==> src/rtl/sisc_ctrl_mc_if.sv <==
// Datapath-side bundle of the SISC multicycle controller: instruction/status
// fields in, datapath strobes and status out.
interface sisc_ctrl_mc_if #(
   parameter int OP_W   = 4,
   parameter int MM_W   = 4,
   parameter int STAT_W = 4,
   parameter int FN_W   = 4,
   parameter int CNT_W  = 16
);
   logic [OP_W-1:0]   opcode;
   logic [MM_W-1:0]   mm;
   logic [FN_W-1:0]   func;
   logic [STAT_W-1:0] stat;
   logic              mem_ack;

   logic              ir_load;
   logic              pc_write;
   logic              stat_en;
   logic              rf_we;
   logic              rf_wsel;
   logic              alu_imm;
   logic              mem_req;
   logic              mem_we;
   logic              wb_sel;
   logic [1:0]        pc_sel;
   logic [FN_W-1:0]   alu_op;
   logic              halted;
   logic              fault;
   logic              retire;
   logic [CNT_W-1:0]  retire_cnt;

   modport master (
      input  opcode, mm, func, stat, mem_ack,
      output ir_load, pc_write, stat_en, rf_we, rf_wsel, alu_imm, mem_req, mem_we,
             wb_sel, pc_sel, alu_op, halted, fault, retire, retire_cnt
   );

   modport slave (
      output opcode, mm, func, stat, mem_ack,
      input  ir_load, pc_write, stat_en, rf_we, rf_wsel, alu_imm, mem_req, mem_we,
             wb_sel, pc_sel, alu_op, halted, fault, retire, retire_cnt
   );
endinterface

==> src/rtl/sisc_ctrl_mc.sv <==
// Multicycle control FSM for SISC: wait-state memory handshake with timeout,
// status-mask branches, LOD/STR sequencing, two-cycle SWAP writeback.
module sisc_ctrl_mc #(
   parameter int OP_W        = 4,
   parameter int MM_W        = 4,
   parameter int STAT_W      = 4,
   parameter int FN_W        = 4,
   parameter int MEM_TIMEOUT = 15,
   parameter int CNT_W       = 16
) (
   input logic              clk,
   input logic              rst_f,
   sisc_ctrl_mc_if.master   bus
);

   localparam int WAIT_W = (MEM_TIMEOUT > 0) ? $clog2(MEM_TIMEOUT + 1) : 1;

   localparam logic [OP_W-1:0] OP_NOOP   = OP_W'(0);
   localparam logic [OP_W-1:0] OP_REG_OP = OP_W'(1);
   localparam logic [OP_W-1:0] OP_REG_IM = OP_W'(2);
   localparam logic [OP_W-1:0] OP_SWAP   = OP_W'(3);
   localparam logic [OP_W-1:0] OP_BRA    = OP_W'(4);
   localparam logic [OP_W-1:0] OP_BRR    = OP_W'(5);
   localparam logic [OP_W-1:0] OP_BNE    = OP_W'(6);
   localparam logic [OP_W-1:0] OP_BNR    = OP_W'(7);
   localparam logic [OP_W-1:0] OP_JPA    = OP_W'(8);
   localparam logic [OP_W-1:0] OP_JPR    = OP_W'(9);
   localparam logic [OP_W-1:0] OP_LOD    = OP_W'(10);
   localparam logic [OP_W-1:0] OP_STR    = OP_W'(11);
   localparam logic [OP_W-1:0] OP_HLT    = OP_W'(15);

   typedef enum logic [3:0] {
      S_START, S_FETCH, S_DECODE, S_EXECUTE, S_MEM, S_WB, S_WB2, S_HALT, S_FAULT
   } state_t;

   state_t            state;
   logic [OP_W-1:0]   op_q;
   logic [MM_W-1:0]   mm_q;
   logic [FN_W-1:0]   fn_q;
   logic [WAIT_W-1:0] wait_cnt;
   logic [CNT_W-1:0]  cnt_q;
   logic [STAT_W-1:0] hit;
   logic              taken;
   logic              timeout;

   assign bus.retire_cnt = cnt_q;

   // Branch condition uses the live status register against the latched mask.
   always_comb begin
      hit   = bus.stat & mm_q;
      taken = 1'b0;
      case (op_q)
         OP_BRA, OP_BRR: taken = |hit;
         OP_BNE, OP_BNR: taken = ~|hit;
         OP_JPA, OP_JPR: taken = 1'b1;
         default:        taken = 1'b0;
      endcase
   end

   assign timeout = (MEM_TIMEOUT > 0) && !bus.mem_ack &&
                    (wait_cnt == WAIT_W'(MEM_TIMEOUT));

   always_comb begin
      bus.ir_load  = 1'b0;
      bus.pc_write = 1'b0;
      bus.stat_en  = 1'b0;
      bus.rf_we    = 1'b0;
      bus.rf_wsel  = 1'b0;
      bus.alu_imm  = 1'b0;
      bus.mem_req  = 1'b0;
      bus.mem_we   = 1'b0;
      bus.wb_sel   = 1'b0;
      bus.pc_sel   = 2'd0;
      bus.alu_op   = '0;
      bus.halted   = 1'b0;
      bus.fault    = 1'b0;
      bus.retire   = 1'b0;
      case (state)
         S_FETCH: begin
            bus.mem_req  = 1'b1;
            bus.ir_load  = bus.mem_ack;
            bus.pc_write = bus.mem_ack;
         end
         S_EXECUTE: begin
            case (op_q)
               OP_REG_OP, OP_REG_IM: begin
                  bus.alu_op  = fn_q;
                  bus.stat_en = 1'b1;
                  bus.alu_imm = (op_q == OP_REG_IM);
               end
               OP_LOD, OP_STR: bus.alu_imm = 1'b1;
               OP_BRA, OP_BRR, OP_BNE, OP_BNR, OP_JPA, OP_JPR: begin
                  bus.pc_write = taken;
                  if (taken)
                     bus.pc_sel = (op_q == OP_BRA || op_q == OP_BNE || op_q == OP_JPA) ?
                                  2'd1 : 2'd2;
                  bus.retire = 1'b1;
               end
               OP_NOOP: bus.retire = 1'b1;
               default: ;
            endcase
         end
         S_MEM: begin
            bus.mem_req = 1'b1;
            bus.mem_we  = (op_q == OP_STR);
            bus.retire  = bus.mem_ack && (op_q == OP_STR);
         end
         S_WB: begin
            bus.rf_we  = 1'b1;
            bus.wb_sel = (op_q == OP_LOD);
            bus.retire = (op_q != OP_SWAP);
         end
         S_WB2: begin
            bus.rf_we   = 1'b1;
            bus.rf_wsel = 1'b1;
            bus.retire  = 1'b1;
         end
         S_HALT:  bus.halted = 1'b1;
         S_FAULT: bus.fault  = 1'b1;
         default: ;
      endcase
   end

   // Wait counter is zero whenever FETCH or MEM is entered; it only counts
   // un-acked cycles while sitting in one of those states.
   always_ff @(posedge clk) begin
      if (rst_f) begin
         state    <= S_START;
         cnt_q    <= '0;
         op_q     <= '0;
         mm_q     <= '0;
         fn_q     <= '0;
         wait_cnt <= '0;
      end else begin
         if (bus.retire)
            cnt_q <= cnt_q + 1'b1;
         wait_cnt <= '0;
         case (state)
            S_START: state <= S_FETCH;
            S_FETCH: begin
               if (bus.mem_ack)  state <= S_DECODE;
               else if (timeout) state <= S_FAULT;
               else              wait_cnt <= wait_cnt + 1'b1;
            end
            S_DECODE: begin
               op_q <= bus.opcode;
               mm_q <= bus.mm;
               fn_q <= bus.func;
               case (bus.opcode)
                  OP_HLT: state <= S_HALT;
                  OP_NOOP, OP_REG_OP, OP_REG_IM, OP_SWAP, OP_BRA, OP_BRR, OP_BNE,
                  OP_BNR, OP_JPA, OP_JPR, OP_LOD, OP_STR: state <= S_EXECUTE;
                  default: state <= S_FAULT;
               endcase
            end
            S_EXECUTE: begin
               case (op_q)
                  OP_REG_OP, OP_REG_IM, OP_SWAP: state <= S_WB;
                  OP_LOD, OP_STR:                state <= S_MEM;
                  default:                       state <= S_FETCH;
               endcase
            end
            S_MEM: begin
               if (bus.mem_ack)  state <= (op_q == OP_STR) ? S_FETCH : S_WB;
               else if (timeout) state <= S_FAULT;
               else              wait_cnt <= wait_cnt + 1'b1;
            end
            S_WB:    state <= (op_q == OP_SWAP) ? S_WB2 : S_FETCH;
            S_WB2:   state <= S_FETCH;
            S_HALT:  state <= S_HALT;
            S_FAULT: state <= S_FAULT;
            default: state <= S_FAULT;
         endcase
      end
   end

endmodule

==> src/flat_wrapper.sv <==
// flat-port wrapper written by rule: the top's interface ports become plain ports
module sisc_ctrl_mc_flat 
#(
   parameter int OP_W        = 4,
   parameter int MM_W        = 4,
   parameter int STAT_W      = 4,
   parameter int FN_W        = 4,
   parameter int MEM_TIMEOUT = 15,
   parameter int CNT_W       = 16
)
  (clk, rst_f, bus_opcode, bus_mm, bus_func, bus_stat, bus_mem_ack, bus_ir_load, bus_pc_write, bus_stat_en, bus_rf_we, bus_rf_wsel, bus_alu_imm, bus_mem_req, bus_mem_we, bus_wb_sel, bus_pc_sel, bus_alu_op, bus_halted, bus_fault, bus_retire, bus_retire_cnt);
  sisc_ctrl_mc_if #(.OP_W(OP_W), .MM_W(MM_W), .STAT_W(STAT_W), .FN_W(FN_W), .CNT_W(CNT_W)) bus_i ();
  input logic clk;
  input logic rst_f;
  input wire logic [$bits(bus_i.opcode)-1:0] bus_opcode;
  input wire logic [$bits(bus_i.mm)-1:0] bus_mm;
  input wire logic [$bits(bus_i.func)-1:0] bus_func;
  input wire logic [$bits(bus_i.stat)-1:0] bus_stat;
  input wire logic [$bits(bus_i.mem_ack)-1:0] bus_mem_ack;
  output wire logic [$bits(bus_i.ir_load)-1:0] bus_ir_load;
  output wire logic [$bits(bus_i.pc_write)-1:0] bus_pc_write;
  output wire logic [$bits(bus_i.stat_en)-1:0] bus_stat_en;
  output wire logic [$bits(bus_i.rf_we)-1:0] bus_rf_we;
  output wire logic [$bits(bus_i.rf_wsel)-1:0] bus_rf_wsel;
  output wire logic [$bits(bus_i.alu_imm)-1:0] bus_alu_imm;
  output wire logic [$bits(bus_i.mem_req)-1:0] bus_mem_req;
  output wire logic [$bits(bus_i.mem_we)-1:0] bus_mem_we;
  output wire logic [$bits(bus_i.wb_sel)-1:0] bus_wb_sel;
  output wire logic [$bits(bus_i.pc_sel)-1:0] bus_pc_sel;
  output wire logic [$bits(bus_i.alu_op)-1:0] bus_alu_op;
  output wire logic [$bits(bus_i.halted)-1:0] bus_halted;
  output wire logic [$bits(bus_i.fault)-1:0] bus_fault;
  output wire logic [$bits(bus_i.retire)-1:0] bus_retire;
  output wire logic [$bits(bus_i.retire_cnt)-1:0] bus_retire_cnt;
  assign bus_i.opcode = bus_opcode;
  assign bus_i.mm = bus_mm;
  assign bus_i.func = bus_func;
  assign bus_i.stat = bus_stat;
  assign bus_i.mem_ack = bus_mem_ack;
  assign bus_ir_load = bus_i.ir_load;
  assign bus_pc_write = bus_i.pc_write;
  assign bus_stat_en = bus_i.stat_en;
  assign bus_rf_we = bus_i.rf_we;
  assign bus_rf_wsel = bus_i.rf_wsel;
  assign bus_alu_imm = bus_i.alu_imm;
  assign bus_mem_req = bus_i.mem_req;
  assign bus_mem_we = bus_i.mem_we;
  assign bus_wb_sel = bus_i.wb_sel;
  assign bus_pc_sel = bus_i.pc_sel;
  assign bus_alu_op = bus_i.alu_op;
  assign bus_halted = bus_i.halted;
  assign bus_fault = bus_i.fault;
  assign bus_retire = bus_i.retire;
  assign bus_retire_cnt = bus_i.retire_cnt;
  sisc_ctrl_mc #(.OP_W(OP_W), .MM_W(MM_W), .STAT_W(STAT_W), .FN_W(FN_W), .MEM_TIMEOUT(MEM_TIMEOUT), .CNT_W(CNT_W)) u_core (.clk(clk), .rst_f(rst_f), .bus(bus_i));
endmodule
==> config.mk <==
export PLATFORM = sky130hd
export DESIGN_NAME = sisc_ctrl_mc_flat
export DESIGN_NICKNAME = d
export VERILOG_FILES = /design/src/rtl/sisc_ctrl_mc_if.sv /design/src/rtl/sisc_ctrl_mc.sv /design/src/flat_wrapper.sv
export SDC_FILE = /design/constraint.sdc
export NUM_CORES = 1
export LEC_CHECK = 0
export ABC_AREA = 1
export BUFFER_PORTS_ARGS = -buffer_cell sky130_fd_sc_hd__buf_2
export CAP_MARGIN = 0
export CORE_ASPECT_RATIO = 0.5
export CORE_MARGIN = 5
export CORE_UTILIZATION = 58
export CTS_CLUSTER_DIAMETER = 40
export DETAILED_ROUTE_END_ITERATION = 10
export GPL_ROUTABILITY_DRIVEN = 0
export PLACE_DENSITY = 0.95
export SYNTH_ARGS = -nofsm -noshare
export SYNTH_HDL_FRONTEND = slang
export SYNTH_SLANG_ARGS = --single-unit
==> constraint.sdc <==
create_clock -name clk -period 2.45 [get_ports clk]
set_input_delay 0.245 -clock clk [delete_from_list [all_inputs] [get_ports clk]]
set_output_delay 0.245 -clock clk [all_outputs]
set_load 0.1 [all_outputs]
======== Word-level counts from Yosys, hierarchy flattened ========
Memories as Yosys holds them, arrays and structs flattened.
Cells that the tools add are included.
W data, S select, Z words.
word-level totals
  flip-flop bits (word level) ............. 36
  memory bits (read-only) ................. 64
  input port bits ......................... 19
  output and inout bits ................... 34
  logic and storage cells ................. 83
  memories ................................ 1
cells by class
  $add $sub $neg .......................... 2
  equal/unequal tests ..................... 21
  multiplexer cells ....................... 30
  bitwise gates (word level) .............. 2
  reduce and logical (&&, ||, !) cells .... 21
memories
  memory            depth  bits a word  read ports  clocked after memory_dff  write ports  RTL line             RTL
  (name not given)  16     4            1           0                         0            sisc_ctrl_mc.sv:149  case (bus.opcode)
operators with widths
  operator                 count
  $eq A4 B3 Y1 const B     8
  $pmux W4 S7              1
  $eq A4 B4 Y1 const B     6
  $mux W4                  5
  $add A16 B1 Y16 const B  1
  $eq A4 B2 Y1 const B     4
  $reduce_or A2 Y1         8
  $mux W1                  13
  $eq A4 B1 Y1 const B     2
  $logic_not A4 Y1         2
  $mux W2                  4
  $reduce_or A4 Y1         2
  $reduce_or A7 Y1         1
  $mux W3                  2
  $pmux W3 S2              1
  $reduce_or A6 Y1         1
  $add A4 B1 Y4 const B    1
  $and A4 B4 Y4            1
  $ne A4 B2 Y1 const B     1
  $pmux W1 S2              2
  $pmux W1 S4              1
  $pmux W1 S3              1
  $reduce_or A3 Y1         1
  $logic_and A1 B1 Y1      2
  3 further kinds          5

======== Logic depth before layout (Yosys ltp) ========
Gate-level depths: netlist of run 1.
  depth after elaboration ................. 7
  depth in mapped cells ................... 10
  mapped depth without buffers ............ 10

======== Worst setup path after synthesis of run 1 ========
No wires, ideal clock.
  path kind ............................... register -> output
  from .................................... reg u_core.state[2]
  to ...................................... out bus_wb_sel
  arrival ................................. 2808 ps
  required time ........................... 2205 ps
  path slack .............................. -603 ps
  cell stages (with the launch flop) ...... 5
  buffers on the path ..................... 0
  cell sequence ........................... dfxtp_1 > nand2_2 > nor2_1 > inv_1 > nor3_1
on the way
  cells in the longest elaborated chain, start to end .. 2
ends and longest elaborated chain
  element                 RTL line             RTL
  from (decl)             sisc_ctrl_mc.sv:36   state_t state;
  from (signal assigned)  sisc_ctrl_mc.sv:164  if (bus.mem_ack) state <= (op_q == OP_STR) ? S_FETCH : S_WB;
  from (signal assigned)  sisc_ctrl_mc.sv:168  S_WB: state <= (op_q == OP_SWAP) ? S_WB2 : S_FETCH;
  $eq A4 B3 Y1            sisc_ctrl_mc.sv:78   case (state)
  $mux W1                 sisc_ctrl_mc.sv:78
  to (decl)               flat_wrapper.sv:28   output wire logic [$bits(bus_i.wb_sel)-1:0] bus_wb_sel;
Every way passes these cells.

======== Final worst setup path of run 1 ========
  from .................................... reg u_core.state[2]
  to ...................................... out bus_pc_sel[1]
on the way
  cells in the longest elaborated chain, start to end .. 2
ends and longest elaborated chain
  element       RTL line            RTL
  $eq A4 B2 Y1  sisc_ctrl_mc.sv:78
  $mux W2       sisc_ctrl_mc.sv:78
  to (decl)     flat_wrapper.sv:29  output wire logic [$bits(bus_i.pc_sel)-1:0] bus_pc_sel;
Every way passes these cells.

==> out/results.ini, run 1 <==
[outcome]
status = complete, no violations

[flow_run]
max_cap_viol_count = 0

[timing]
clock_skew_ns = 0.0118
grt_setup_unrepaired = no
finalCriticalPeriod_ns = 2.28
report.final.slew_viol_count = 0
max_freq_ghz = 0.439
tns_ns = 0
setup_violations = 0
max_slew_margin_pct = 65.9
min_period_over_period_pct = 93.0
worst_pin_slew_ns = 0.511
hold_viol_final = 0

[global_route]
grt_use_met1_pct = 27.6
grt_use_total_pct = 24.9
use_met3_pct = 6.34
grt_max_degree = 23
grt_busiest_layer = met2
antenna_found_initial = 0
grt_pass1_vias = 2302
grt_pass1_wl_mm = 10.2
met2_usage_pct = 47.1
grt_overflow_total = 0

[power]
switching_share_pct = 32.9
combPwrFrac_pct = 18.3
intPower_mw = 0.894
p_per_area_nw_per_um2 = 504
power_switching_mw = 0.437
p_leak_nw = 1.25
clkPwrFrac_pct = 34.7
seq_power_share_pct = 47.1
p_total_mw = 1.33
peakVddDrop_mv = 0.202

[layout]
layout.nets = 403
drive_above_1_share_pct = 27.2
syn_to_final_growth_pct = 18.1
antenna_cells = 0
final_util_pct = 74.1

[yosys]
synth_cell_type_count = 30
syn_area_per_cell_um2 = 6.80
syn_inst = 329
ys_top_cells_by_area = dfxtp_1, nand2_1, nor2_1
ys_seq_area_share_pct = 32.2
syn_area_um2 = 2240
synth_top_cell_by_area = dfxtp_1
yosys.area.top_type_share_pct = 32.2
synth_warnings = 0
synth_fp_nets = 350
ys_ff_latch = 36

[worst_setup_path]
end_kind = primary output
cp.required_ns = 2.20
ff2ff_path_depth = 8
cp_data_arrival_time_ns = 2.03
path_max_fanout = 5
r2r-end = u_core.bus.retire_cnt[3]
worstSetupStartpointType = register
path_class = reg -> out
r2r_start = u_core.state[2]
ff2ff_setup_slack_ns = 0.53
startpoint = u_core.state[2]

[min_path]
hold_depth = 3
min_from = bus_mm[1]
min_path_type = in -> reg
whs_endpoint = u_core.mm_q[1]

[cts]
cts_hold_buf = 0
cts_resized = 0
clock_latency_ns = 0.31
post_cts_buffers = 0
cts.path.max_buffers = 2
tritoncts = built
cts_htree_levels = 2
clk_pin_slew_ns = 0.08
cts.sinks = 36
cts_root_buf = clkbuf_8
cts_buffers = 5

[floorplan]
ios = 53
die_h_um = 53.9
die_w_um = 97.8
core_um2 = 3570
dieArea_um2 = 5270
initial_core_util_pct = 62.7
placementRows = 15

[routing]
drc = 0
vias = 2427
wl_mm = 6.15
drtIter0Drc = 110
post_drt_via_cell_ratio = 5.59
drt-pass1-iter-count = 5
detail-route-antenna-nets = 0
wl_per_cell_um = 14.2

[place]
dpl.hpwl_mm = 4.45
port_buffers = 52

[critical path, stage by stage (launching register included)]
cell and delay [ns]:
dfxtp_1 0.37, nor2_1 0.28, inv_2 0.10, nor2_4 0.14, inv_1 0.08, a21oi_1 0.12
nand2_1 0.10, nor2_1 0.10, buf_2 0.43
[layout by cell type (no fill, tap or decap)]
cell,netlist,layout
o21ai_0,15,14
nor3b_1,1,1
nor2_2,4,5
inv_2,6,6
ha_1,2,2
clkinvlp_4,0,1
buf_4,0,3
buf_2,1,51
nand4_1,20,20
xor2_1,6,6
nand3_4,2,2
dfxtp_1,36,36
clkinv_2,1,1
a21oi_4,1,1
o22ai_1,2,2
nand3b_1,2,2
nand2_2,3,3
clkbuf_1,6,1
o211ai_1,1,1
clkbuf_8,0,6
nand2_4,10,10
o21ai_1,0,1
a21oi_2,9,10
and2_1,1,1
a21oi_1,25,24
nor2_4,1,1
clkbuf_4,0,1
nand2_1,76,76
nor3_1,4,1
nor2_1,47,46
nor3_2,0,3
xnor2_1,2,2
inv_1,27,27
nand3_1,16,16
[area by class of cell]
class                      instances  area [um2]
inverter                          34         129
timing repair buffer              55         285
clock inverter                     1        7.51
sequential                        36         721
multi-input combinational        250        1350
tap                               51        63.8
clock buffer                       7        86.3
fill                             270         923
[worst max-delay path by stage]
stage | endpoint | slack, ns
after floorplan | bus_pc_sel[0] | -0.02
after CTS | bus_pc_write | 0.19
after global routing | bus_pc_sel[1] | 0.006
after detailed placement | bus_pc_write | 0.53
after global placement | bus_pc_write | 0.67
final | bus_pc_sel[1] | 0.17
[power groups by stage]
stage | logic [mW] | clock network, mW | registers (mW)
2_1_floorplan | 0.175 | 0 | 0.647
6_report | 0.243 | 0.461 | 0.627
4_1_cts | 0.239 | 0.461 | 0.626
3_3_place_gp | 0.231 | 0 | 0.637
3_5_place_dp | 0.236 | 0 | 0.639
5_1_grt | 0.261 | 0.494 | 0.629
[flip-flops by register name, indices dropped and copies added, names as in the netlist]
| name | cells |
|---|---|
| u_core.op_q | 4 |
| u_core.wait_cnt | 4 |
| u_core.bus.retire_cnt | 16 |
| u_core.mm_q | 4 |
| u_core.state | 4 |
| u_core.fn_q | 4 |
[synthesized netlist by cell type]
cell type,number
dfxtp_1,36
nand3_4,2
buf_6,1
ha_1,2
o21ai_0,15
xor2_1,6
a21oi_2,9
inv_2,6
nor2_1,47
a21oi_4,1
o22ai_1,2
nand3_1,16
nand2_4,10
nor2_2,4
o211ai_1,1
clkbuf_1,6
nor3_1,4
a21oi_1,25
inv_1,27
clkinv_2,1
xnor2_1,2
nand2_2,3
nand4_1,20
nor2_4,1
nand3b_1,2
nand2_1,76
buf_12,1
nor3b_1,1
and2_1,1
buf_2,1
[through the flow]
step                setup WS (ns)  hold slack, ns  area [um2]  std cells
floorplan                 -0.0189           0.314        2260        329
finish                      0.172           0.177        2640        434
CTS                         0.193           0.182        2640        434
global placement            0.671           0.430        2550        426
global route              0.00603           0.186        2640        434
detailed placement          0.527           0.452        2550        426
[metal layers]
metal	part of all wire, %	vias up
met3	7.5	27
met1	41	1122
li1	-	1183
met5	0	-
met4	2.4	0
met2	49	95
[kinds of logic (layout without fill, tap and decap cells)]
group / Yosys count / after routing / synth area share, %
AOI/OAI and AO/OA: 53 / 53 / 14.1
xor gates and xnor gates: 8 / 8 / 3.13
adders and majority gates: 2 / 2 / 1.12
buffers and inverters: 43 / 97 / 8.39
DFF: 36 / 36 / 32.2
and+or+nand+nor: 187 / 187 / 41.1
Power figures use the tool's default switching activity.
==> inputs of run 2 (changes only) <==
- PLACE_DENSITY: 0.95 -> unset
- PLACE_DENSITY_LB_ADDON: unset -> 0.12
==> run 2 against run 1 <==
Compared with the run above:
- via count decreased by 2.1%
- highest routed layer unchanged
- global-route usage decreased by 1.8 points
- sequential cell count unchanged
- critical path type unchanged
==> out/results.ini, run 2 (synthesis results as in run 1) <==
[cts]
clock_latency_ns = 0.30
cts_root_buf = clkbuf_8
clk_pin_slew_ns = 0.08
tritoncts = built
cts_resized = 0
post_cts_buffers = 0
cts.sinks = 36
cts_buffers = 5
cts_htree_levels = 2
cts.path.max_buffers = 2
cts_hold_buf = 0

[timing]
tns_ns = 0
min_period_over_period_pct = 91.4
setup_violations = 0
worst_slack_ns = 0.210
grt_setup_unrepaired = no
report.final.slew_viol_count = 0
max_freq_ghz = 0.446
hold_viol_final = 0
clock_skew_ns = 0.0128
worst_pin_slew_ns = 0.493
max_slew_margin_pct = 67.4
finalCriticalPeriod_ns = 2.24

[outcome]
status = complete, no violations

[global_route]
grt_overflow_total = 0
grt_pass1_wl_mm = 9.78
grt_max_degree = 22
antenna_found_initial = 0
grt_use_total_pct = 23.1
grt_pass1_vias = 2258

[routing]
detail-route-antenna-nets = 0
vias = 2375
drtIter0Drc = 79
drc = 0
post_drt_via_cell_ratio = 5.45
wl_per_cell_um = 13.4
wl_mm = 5.83
drt-pass1-iter-count = 4

[worst_setup_path]
cpPeakStageDelay_ns = 0.43
critical_path.cell_chain = nor2_1 > inv_2 > nor2_4 > inv_1 > a21oi_1 > nand2_1 > nor2_1 > buf_2
ff2ff_setup_slack_ns = 0.61
crit_buf_inv = 3
path_class = reg -> out
crit_slowest_cell = buf_2
cp.required_ns = 2.20
worstSetupStartpointType = register
cp_data_arrival_time_ns = 2.00
path_max_fanout = 5
path_common_cell = nor2_1
crit_family = simple AND/OR/NAND/NOR gates
end_kind = primary output

[layout]
syn_to_final_growth_pct = 19.3
drive_above_1_share_pct = 27.5
layout_common_cells = nand2_1, buf_2, nor2_1, dfxtp_1, inv_1
largest_reg_flops = 16
antenna_cells = 0
final_util_pct = 74.8
design_area_um2 = 2670
final_common_cell = nand2_1
layout.nets = 405

[floorplan]
dieArea_um2 = 5270
die_w_um = 97.8
initial_core_util_pct = 62.7
core_um2 = 3570
ios = 53
placementRows = 15
die_h_um = 53.9

[place]
port_buffers = 52
dpl.hpwl_mm = 4.40
post-place-ws_ns = 0.560
dpl_cell_area_um2 = 2560

[power]
p_per_area_nw_per_um2 = 524
peakVddDrop_mv = 0.386
p_leak_nw = 1.27

[min_path]
min_path_type = in -> reg

[flow_run]
max_cap_viol_count = 0

## run 2: per-layer routing
metal / vias to the layer above / track usage, % / routed length (um)
li1: 1186 / - / -
met1: 1086 / 27.2 / 2510
met2: 92 / 43.0 / 2800
met3: 11 / 4.79 / 449
met4: 0 / 8.28 / 70
met5: - / 0 / 0
## run 2: power by group
part / switching [mW] / internal (mW) / leakage [nW]
logic: 0.181 / 0.0608 / 0.921
clock network: 0.228 / 0.302 / 0.0552
registers: 0.0210 / 0.605 / 0.291
## run 2: final timing paths
kind                      start                         to  depth (start not counted)
max             u_core.state[2]              bus_pc_sel[0]                          8
min                   bus_mm[3]             u_core.mm_q[3]                          3
max reg2reg     u_core.state[1]  u_core.bus.retire_cnt[15]                          8
min reg2reg  u_core.wait_cnt[0]         u_core.wait_cnt[0]                          1
## run 2: area by class of cell
| class | instances | area [um2] |
|---|---|---|
| sequential | 36 | 721 |
| clock buffer | 6 | 72.6 |
| clock inverter | 2 | 35.0 |
| multi-input combinational | 250 | 1350 |
| timing repair buffer | 57 | 298 |
| fill | 320 | 897 |
| tap | 51 | 63.8 |
| inverter | 34 | 129 |
## run 2: worst register-to-register path, cell delays in order (launching register included)
cell	delay (ns)
dfxtp_1	0.35
inv_1	0.12
nand2_1	0.13
nor2_2	0.22
nand3_4	0.24
nand3_4	0.16
buf_4	0.31
nand2_1	0.10
a21oi_1	0.12
## run 2: per-stage QoR
stage | power (mW) | cells | hold slack (ns)
global route | 1.45 | 436 | 0.196
floorplan | 0.821 | 329 | 0.314
finish | 1.40 | 436 | 0.187
detailed placement | 0.878 | 428 | 0.450
global placement | 0.871 | 428 | 0.429
CTS | 1.40 | 436 | 0.186
